[src/rtl/puf_uart_ctrl.sv]
// puf_uart_ctrl: command sequencer between the UART byte interfaces and the PUF core
module puf_uart_ctrl #(
    parameter int CHAL_BYTES   = 2,
    parameter int RESP_BYTES   = 2,
    parameter int TIMEOUT_CLKS = 65535
) (
    input  logic                    clk,
    input  logic                    rst_n,
    input  logic                    rx_DV,
    input  logic [7:0]              rx_Byte,
    output logic                    tx_DV,
    output logic [7:0]              tx_Byte,
    input  logic                    tx_Done,
    output logic                    puf_start,
    output logic [8*CHAL_BYTES-1:0] puf_challenge,
    input  logic                    puf_done,
    input  logic [8*RESP_BYTES-1:0] puf_response,
    output logic                    busy,
    output logic                    err
);
    localparam int IW = $clog2(CHAL_BYTES + 1);
    localparam int RW = $clog2(RESP_BYTES + 1);
    localparam int TW = $clog2(TIMEOUT_CLKS);
    localparam logic [7:0] CMD_CHAL = 8'h3F;
    localparam logic [7:0] CMD_PING = 8'h50;
    localparam logic [7:0] ACK      = 8'hAB;
    localparam logic [7:0] ERR_BYTE = 8'hEE;
    localparam logic [2:0] IDLE     = 3'd0;
    localparam logic [2:0] GET_CHAL = 3'd1;
    localparam logic [2:0] PUF_GO   = 3'd2;
    localparam logic [2:0] PUF_WAIT = 3'd3;
    localparam logic [2:0] TX_SEND  = 3'd4;
    localparam logic [2:0] TX_WAIT  = 3'd5;

    logic [2:0]              state_q, state_d;
    logic [IW-1:0]           idx_q, idx_d;
    logic [TW-1:0]           tmr_q, tmr_d;
    logic [RW-1:0]           rem_q, rem_d;
    logic [8*RESP_BYTES-1:0] resp_q, resp_d;
    logic [8*CHAL_BYTES-1:0] chal_q, chal_d;
    logic [7:0]              txb_q, txb_d;
    logic                    err_q, err_d;
    logic                    start_q, txdv_q;

    assign tx_DV         = txdv_q;
    assign tx_Byte       = txb_q;
    assign puf_start     = start_q;
    assign puf_challenge = chal_q;
    assign busy          = state_q != IDLE;
    assign err           = err_q;

    // Next-state logic: command decode, challenge capture, PUF wait with timeout, reply serialisation
    always_comb begin
        state_d = state_q;
        idx_d   = idx_q;
        tmr_d   = tmr_q;
        rem_d   = rem_q;
        resp_d  = resp_q;
        chal_d  = chal_q;
        txb_d   = txb_q;
        err_d   = err_q;
        case (state_q)
            IDLE: if (rx_DV) begin
                if (rx_Byte == CMD_CHAL) begin
                    state_d = GET_CHAL;
                    idx_d   = '0;
                end else if (rx_Byte == CMD_PING) begin
                    state_d = TX_SEND;
                    txb_d   = ACK;
                    rem_d   = '0;
                end else begin
                    state_d = TX_SEND;
                    txb_d   = ERR_BYTE;
                    rem_d   = '0;
                    err_d   = 1'b1;
                end
            end
            GET_CHAL: if (rx_DV) begin
                chal_d[{idx_q, 3'b000} +: 8] = rx_Byte;
                idx_d   = idx_q + IW'(1);
                state_d = (idx_q == IW'(CHAL_BYTES - 1)) ? PUF_GO : GET_CHAL;
            end
            PUF_GO: begin
                tmr_d   = '0;
                state_d = PUF_WAIT;
            end
            // puf_done is checked first so it wins over a timeout in the same cycle
            PUF_WAIT: if (puf_done) begin
                resp_d  = puf_response;
                rem_d   = RW'(RESP_BYTES);
                txb_d   = ACK;
                state_d = TX_SEND;
            end else if (tmr_q == TW'(TIMEOUT_CLKS - 1)) begin
                rem_d   = '0;
                txb_d   = ERR_BYTE;
                err_d   = 1'b1;
                state_d = TX_SEND;
            end else begin
                tmr_d   = tmr_q + TW'(1);
            end
            TX_SEND: state_d = TX_WAIT;
            TX_WAIT: if (tx_Done) begin
                if (rem_q != '0) begin
                    txb_d   = resp_q[7:0];
                    resp_d  = resp_q >> 8;
                    rem_d   = rem_q - RW'(1);
                    state_d = TX_SEND;
                end else begin
                    state_d = IDLE;
                end
            end
            default: state_d = IDLE;
        endcase
    end

    // State registers; start/tx pulses are registered one cycle behind their launching state
    always_ff @(posedge clk or negedge rst_n) begin
        if (!rst_n) begin
            state_q <= IDLE;
            idx_q   <= '0;
            tmr_q   <= '0;
            rem_q   <= '0;
            resp_q  <= '0;
            chal_q  <= '0;
            txb_q   <= '0;
            err_q   <= 1'b0;
            start_q <= 1'b0;
            txdv_q  <= 1'b0;
        end else begin
            state_q <= state_d;
            idx_q   <= idx_d;
            tmr_q   <= tmr_d;
            rem_q   <= rem_d;
            resp_q  <= resp_d;
            chal_q  <= chal_d;
            txb_q   <= txb_d;
            err_q   <= err_d;
            start_q <= state_q == PUF_GO;
            txdv_q  <= state_q == TX_SEND;
        end
    end
endmodule

[config.mk]
export PLATFORM = sky130hd
export DESIGN_NAME = puf_uart_ctrl
export DESIGN_NICKNAME = d
export VERILOG_FILES = /design/src/rtl/puf_uart_ctrl.sv
export SDC_FILE = /design/constraint.sdc
export NUM_CORES = 1
export LEC_CHECK = 0
export BUFFER_PORTS_ARGS = -buffer_cell sky130_fd_sc_hd__buf_2
export CORE_UTILIZATION = 56
export DETAILED_ROUTE_END_ITERATION = 12
export PLACE_DENSITY = 0.84
export SKIP_CTS_REPAIR_TIMING = 1
export SYNTH_ARGS = -nofsm -noshare
export SYNTH_HDL_FRONTEND = slang
export SYNTH_SLANG_ARGS = --single-unit
[constraint.sdc]
create_clock -name clk -period 2.1 [get_ports clk]
set_input_delay 0.42 -clock clk [delete_from_list [all_inputs] [get_ports clk]]
set_output_delay 0.42 -clock clk [all_outputs]
set_load 0.1 [all_outputs]
# Yosys cells after proc, flatten, opt, wreduce, memory -nomap -nowiden
# Index checks and enable logic that the tools add are counted.
# word_totals
regBits	66
# classes
n_reduce_logical	15
n_shift	2
eq_ne	21
add_sub_neg	4
muxes	42
# op_table
operator	count
$mux W16	5
$pmux W16 S2	2
$mux W8	6
$pmux W8 S3	1
$ne A2 B2 Y1 const B	11
$mux W3	7
$mux W2	10
$pmux W3 S6	1
$add A16 B1 Y16 const B	1
$bwmux W16	1
$eq A16 B16 Y1 const B	1
$shift A8 B7 Y16 const A	1
$shiftx A8 B7 Y16	1
$reduce_and A4 Y1	3
$reduce_and A6 Y1	2
$reduce_bool A2 Y1	5
$eq A8 B6 Y1 const B	1
$eq A8 B7 Y1 const B	1
$mux W7	1
$neg A5 Y7	1
$eq A3 B2 Y1 const B	2
$eq A3 B3 Y1 const B	2
$pmux W2 S3	1
$reduce_bool A3 Y1	2
other kinds (11)	15

# Logic depth before layout (Yosys ltp)
# Gate-level depths: netlist of run 1.
# depth
word_depth	5
ltp_mapped	8

# Least setup slack after synthesis of run 1
# OpenSTA, ideal clock, no wires.
# synth_path
path_type	flip-flop to flip-flop
startpoint	register tmr_q[0]
endpoint	register txb_q[0] (netlist: tx_Byte[0])
path_slack_ns	0.297
path_stages_with_launch	7
n_path_buf	0
period_less_slack_ns	1.803
arrival_ns	1.677
cell_sequence	dfrtp_1 -> inv_1 -> ha_1 -> nand4_1 -> nor4_4 -> o221ai_4 -> mux2_2
# synth_between
elab_chain_len	3
# synth_rtl
element	line_no	text
from (decl)	37	logic [TW-1:0] tmr_q, tmr_d;
from (signal assigned)	132	tmr_q <= tmr_d;
$eq A16 B16 Y1	93	end else if (tmr_q == TW'(TIMEOUT_CLKS - 1)) begin
$ne A3 B3 Y1 (no line)	-	
$reduce_and A6 Y1 (no line)	-	
to (signal assigned)	136	txb_q <= txb_d;
to (decl)	41	logic [7:0] txb_q, txb_d;
# No other way between the ends.
# A chain may end at the register's enable or synchronous reset.

# Worst setup path after layout of run 1
# layout_path
startpoint	register tmr_q[1]
endpoint	register tmr_q[8]
# layout_between
elab_chain_len	4
# layout_rtl
element	line_no	text
$add A16 B1 Y16	99	tmr_d = tmr_q + TW'(1);
$mux W16	93	
$mux W16	88	PUF_WAIT: if (puf_done) begin
$pmux W16 S2	62	case (state_q)
# Parallel ways exist; a longest one is shown, timed or not. The select of a mux whose other input is x is not followed.

==> results of run 1 <==
## flip-flops by register name (all words and copies together) (netlist names)
signal and count:
rem_q 2, puf_start 1, tx_Byte 8, tmr_q 16, state_q 3, resp_q 16
puf_challenge 16, tx_DV 1, err 1, idx_q 2
## kinds of logic (layout without fill, tap and decap cells)
family                     count (synthesis)  after routing  share of synthesized area [%]
muxes                                     23             23                          6.988
and+or+nand+nor                          162            162                          24.31
DFF                                       66             66                          48.55
buffers and inverters                     33            104                          4.119
AOI/OAI and AO/OA                         72             72                          13.83
adders and majority gates                  6              6                          2.207
## placed cells by master, fill, tap and decap left out, types with 13 or more instances in the layout
cell type,Yosys,routed
o21ai_0,29,29
nor2_1,27,27
nand2_1,77,77
inv_1,17,17
mux2i_1,17,17
buf_2,9,55
dfrtp_1,66,64
nand2b_1,13,13
buf_4,1,15
## power groups by stage
stage / combinational, mW / clock, mW / sequential [mW]
floorplan: 1.37 / 0 / 3.46
global placement: 3.26 / 0 / 2.18
detailed placement: 3.33 / 0 / 2.20
CTS: 3.35 / 1.07 / 2.18
global route: 3.62 / 1.13 / 2.26
finish: 3.35 / 1.06 / 2.19
## layer usage
metal	GRT usage, %	wire (µm)
met4	13.04	153
met1	34.64	3314
met5	0	0
met2	39.83	3603
met3	5.029	361
## synthesized netlist by cell type (all sizes together), types with 2 or more instances
cell     count  share of area (%)
nor4bb       2               0.59
nand3        8                1.3
a211oi       6                1.3
a21oi        9                1.3
mux2i       17                5.0
and3         2               0.37
inv         17                1.9
and4         2               0.51
ha           6                2.2
nor4         6                1.5
nor3b        2               0.44
nand4        7                1.5
nand2       77                8.5
nor2        27                3.0
a22o         2               0.51
nor3         4                1.1
nand2b      13                2.4
or2          2               0.37
o31ai        3               0.66
or3          2               0.37
o21ai       29                4.3
mux2         6                2.0
buf         10                1.5
a221o        2               0.59
dfrtp       66                 49
nand3b       2               0.81
a2111oi      3               0.77
o22ai        9                1.7
clkbuf       6               0.70
## final cells by class
type	instances	area share (%)
flip-flops and latches	66	41.06
multi-input cells	263	40.09
repair buffers	71	10.12
clock buffers	9	3.075
well taps	75	2.329
clock inverters	7	1.739
inverters	17	1.584
## how the worst max path moves through the flow
| stage | endpoint | slack [ps] | depth (start not counted) |
|---|---|---|---|
| 4_1_cts | busy | -140 | 4 |
| 3_3_place_gp | rem_q[1] | 220 | 6 |
| 6_report | tmr_q[8] | 40 | 6 |
| 5_1_grt | busy | 7 | 4 |
| 2_1_floorplan | tx_Byte[0] | 300 | 6 |
| 3_5_place_dp | tmr_q[8] | 80 | 6 |
## worst register-to-register path: stages (launching register included)
cell	delay, ps
dfrtp_1	450
ha_1	210
nand4_1	190
nor3_2	70
buf_4	190
a2111oi_0	640
mux2i_1	250
## per-stage QoR
stage	setup WS, ps	setup TNS, ps
global placement	222.4	0
detailed placement	83.54	0
global route	6.691	0
CTS	-137.0	-137.0
floorplan	296.8	0
finish	39.29	0
==> reports/metrics.cfg, run 1 <==
[outcome]
status=completed

[clocking]
htreeDepth=3
cts_buffer_depth=2
clkTransAtPathRegs_ps=80
cts_root_buffer=clkbuf_8
numCtsBuffers=9
clock-sinks=66
cts_tree=built
clkLatencyLatePin_ps=340

[route]
via_per_inst=5.691
ant_nets=0
via_count=2891
dr.pass1.iters=4
drt_iter0_drc=166
wirelength_um=7433
wire_per_inst_um=14.63
route.detailed.drc=0

[layout]
nets=463
fillerInstances=465
antenna_cells=0
drive_gt1_share_pct=24.25
syn2layout_area_growth_pct=18.43
fin_cells=508
fin_util_pct=68.45
multi_input_area_um2=1615
regArea_um2=1654
fin_area_um2=4029

[global_routing]
grt_max_degree=67
grt_use_total_pct=25.85
grt_pass1_vias=2678
grt_antenna_before_repair=0
grt.overflow.total=0
grt_pass1_wl_um=12430

[timing]
hold_violations=0
layout_min_cycle_time_ps=2061
timing.hold.ws_ps=77.16
worst_pin_slew_ps=655.3
period_share_pct=98.13
fin_skew_ps=6.436
fmax_mhz=485.3
rsz0062_at_grt=false
slew-limit-headroom_pct=55.18
maxSlewViolCount=0
setup_viol=0

[worst_setup_path]
cp_cell_sequence=ha_1 -> nand4_1 -> nor3_2 -> buf_4 -> a2111oi_0 -> mux2i_1
r2r_start=tmr_q[1]
cp_max_fo=12
crit_family=compound AO/OA/AOI/OAI gates
startpoint=tmr_q[1]
critPathLaunchType=flip-flop
critPathMaxStageDelay_ps=640
cp-end-kind=flip-flop
slowest_stage=a2111oi_0
cp.required_ps=2370
r2r-end=tmr_q[8]
rrSetupSlack_ps=40
reg2reg_depth=6
path_buf_inv=1
crit_arrival_ps=2330
crit_type=flip-flop to flip-flop

[die]
io_pins=57
dieArea_um2=6390
core_area_um2=5886
die_height_um=79.94
die_w_um=79.94
core.rowCount=28
start_util_pct=57.80

[synthesis]
synth_cells=362
yosysUniqueCellTypes=53
ys.flop_type=dfrtp_1
netlist_area_um2=3402
avgSynthCellArea_um2=9.398
yosys_warnings=0
synthArstFlopShare_pct=100.0
seq_area_frac_synth_pct=48.55
ys_ff_latch=66
synth_fp_nets=397
synth_edf_count=0

[place]
io_buffers=56
placed_area_um2=3825
hpwlAfterDp_um=5196
place.gp.congestion=0.9003
dp_cells=492

[pwr]
finalPower_mw=6.607
p_sw_mw=3.397
cell_internal_pwr_mw=3.209
pwr-share-clk_pct=16.0
swShare_pct=51.42
power_frac_seq_pct=33.2
comb_power_share_pct=50.7
power_density_nw_per_um2=1640
leakagePower_nw=1.881
irDropWorstVdd_mv=1.387

[hold_path]
hp-class=input port to asynchronous set/reset pin

[run]
max_cap_viol_count=0

No activity file was read; power rests on OpenSTA's default activity.
==> run 2: changes to the inputs <==
--- a/config.mk
+++ b/config.mk
@@ -8,7 +8,7 @@
 export BUFFER_PORTS_ARGS = -buffer_cell sky130_fd_sc_hd__buf_2
 export CORE_UTILIZATION = 56
 export DETAILED_ROUTE_END_ITERATION = 12
-export PLACE_DENSITY = 0.84
+export PLACE_DENSITY_LB_ADDON = 0.08
 export SKIP_CTS_REPAIR_TIMING = 1
 export SYNTH_ARGS = -nofsm -noshare
 export SYNTH_HDL_FRONTEND = slang
==> reports/metrics.cfg, run 2 (synthesized netlist as in run 1, its figures left out) <==
[route]
wire_per_inst_um=14.53  ; -0.69%
route.detailed.drc=0  ; unchanged
drt_iter0_drc=162  ; -2.4%
dr.pass1.iters=5  ; +1
via_count=2780  ; -3.8%
ant_nets=0  ; unchanged
wirelength_um=7353  ; -1.1%
via_per_inst=5.494  ; -3.5%

[timing]
setup_viol=0  ; unchanged
rsz0062_at_grt=false
hold_violations=0  ; unchanged
layout_min_cycle_time_ps=2020  ; -40.42 ps
slew-limit-headroom_pct=63.11  ; +7.9 points
period_share_pct=96.20  ; -1.9 points
fmax_mhz=495.0  ; +2.0%
timing.hold.ws_ps=104.6  ; +27.44 ps
fin_skew_ps=13.16  ; +6.729 ps
worst_pin_slew_ps=546.2  ; -109.1 ps
maxSlewViolCount=0  ; unchanged
totalNegativeSetupSlack_ps=0  ; unchanged
timing.final.ws_setup_ps=79.70  ; +40.42 ps

[pwr]
p_sw_mw=3.334  ; -1.9%
finalPower_mw=6.544  ; -0.94%
leakagePower_nw=1.881  ; about the same
power_density_nw_per_um2=1633  ; -0.42%
power_frac_seq_pct=33.3  ; about the same
comb_power_share_pct=51.6  ; +0.9 points
swShare_pct=50.94  ; -0.48 points
pwr-share-clk_pct=15.1  ; -0.9 points
irDropWorstVdd_mv=1.570  ; +13%
cell_internal_pwr_mw=3.211  ; about the same

[outcome]
status=completed

[hold_path]
hp-class=input port to asynchronous set/reset pin

[worst_setup_path]
critPathMaxStageDelay_ps=480  ; -160 ps
cp_max_fo=10  ; -2
slowest_stage=dfrtp_1
cp-end-kind=output pin
path_buf_inv=3  ; +2
crit_family=buffers and inverters
crit_arrival_ps=1600  ; -730 ps
cp.required_ps=1680  ; -690 ps
critPathLaunchType=flip-flop
crit_type=flip-flop to output pin
cp_cell_sequence=buf_4 -> nor3_2 -> inv_1 -> clkbuf_4

[global_routing]
grt_max_degree=67  ; unchanged
grt_pass1_wl_um=12090  ; -2.7%
grt.overflow.total=0  ; unchanged
grt_pass1_vias=2637  ; -1.5%
grt_antenna_before_repair=0  ; unchanged
grt_use_total_pct=25.04  ; -0.81 points

[die]
die_w_um=79.94  ; unchanged
core_area_um2=5886  ; unchanged
dieArea_um2=6390  ; unchanged
core.rowCount=28  ; unchanged
start_util_pct=57.80  ; unchanged
io_pins=57  ; unchanged
die_height_um=79.94  ; unchanged

[layout]
nets=463  ; unchanged
fin_cells=506  ; -0.39%
drive_gt1_share_pct=22.97  ; -1.3 points
syn2layout_area_growth_pct=17.80
layout_commonest_cell=nand2_1
antenna_cells=0  ; unchanged
final_cell_mix=77 x nand2_1, 66 x dfrtp_1, 55 x buf_2

[clocking]
cts_root_buffer=clkbuf_8
clkTransAtPathRegs_ps=70  ; about the same
cts_tree=built
cts_buffer_depth=2  ; unchanged
numCtsBuffers=9  ; unchanged
htreeDepth=3  ; unchanged
clkLatencyLatePin_ps=340  ; about the same
clock-sinks=66  ; unchanged

[place]
post-place-ws_ps=175.5  ; +91.96 ps
io_buffers=56  ; unchanged
dp_cells=492  ; unchanged
place.gp.congestion=0.8217  ; -8.7%
hpwlAfterDp_um=5252  ; +1.1%

[run]
max_cap_viol_count=0  ; unchanged

==> run 2: cell types whose count changed in the layout (fill, tap and decap cells not counted) <==
cell,change
clkinvlp_4,-3
clkbuf_1,+2
dfrtp_1,+2
dfrtp_2,-2
a2111oi_0,-1
a2111oi_1,+1
buf_4,-1
clkbuf_4,+1
clkinv_2,-1
==> run 2: path summary, 6_finish.rpt <==
check / start / end / slack (ps) / cells past startpoint
setup / recovery: state_q[1] / busy / 80 / 4
hold / removal: rst_n / tx_Byte[5] / 100 / 2
setup reg to reg: tmr_q[1] / rem_q[1] / 180 / 5
hold reg to reg: err / err / 470 / 1
max in group asynchronous: rst_n / puf_challenge[12] / 1720 / 2
min in group clk: puf_response[14] / resp_q[14] / 290 / 3
==> run 2: layout make-up <==
class / count / area, µm²
fill: 506 / 1878
sequential: 66 / 1652
multi-input combinational: 263 / 1617
timing repair buffer: 71 / 407.9
clock buffer: 11 / 131.4
tap: 75 / 93.84
inverter: 17 / 63.81
clock inverter: 3 / 42.54
==> run 2: power groups by stage <==
stage                     combinational (mW)  sequential [mW]  clock [mW]
final                                   3.38             2.18       0.987
after global routing                    3.62             2.25        1.05
after CTS                               3.39             2.18        1.01
after detailed placement                3.37             2.19           0
after global placement                  3.29             2.17           0
after floorplan                         1.37             3.46           0
==> run 2: layer usage <==
metal,routed length [µm],share of wire (%),vias up,GRT usage [%]
met4,157,2.1,0,12.14
met1,3390,46,1299,32.49
li1,-,-,1401,-
met5,0,0,-,0
met2,3453,47,66,39.49
met3,352,4.8,14,5.600
==> run 2: worst register-to-register path: stages (launching register included) <==
cell      delay [ps]
dfrtp_1          450
ha_1             180
nand4_1          180
nor4_4           390
o221ai_4         250
mux2_2           350
==> run 2: through the flow <==
step,instance area (µm²),utilization (%)
floorplan,3402,-
global placement,3825,64.99
detailed placement,3825,64.99
CTS,3999,67.94
global route,4008,68.09
finish,4008,68.09
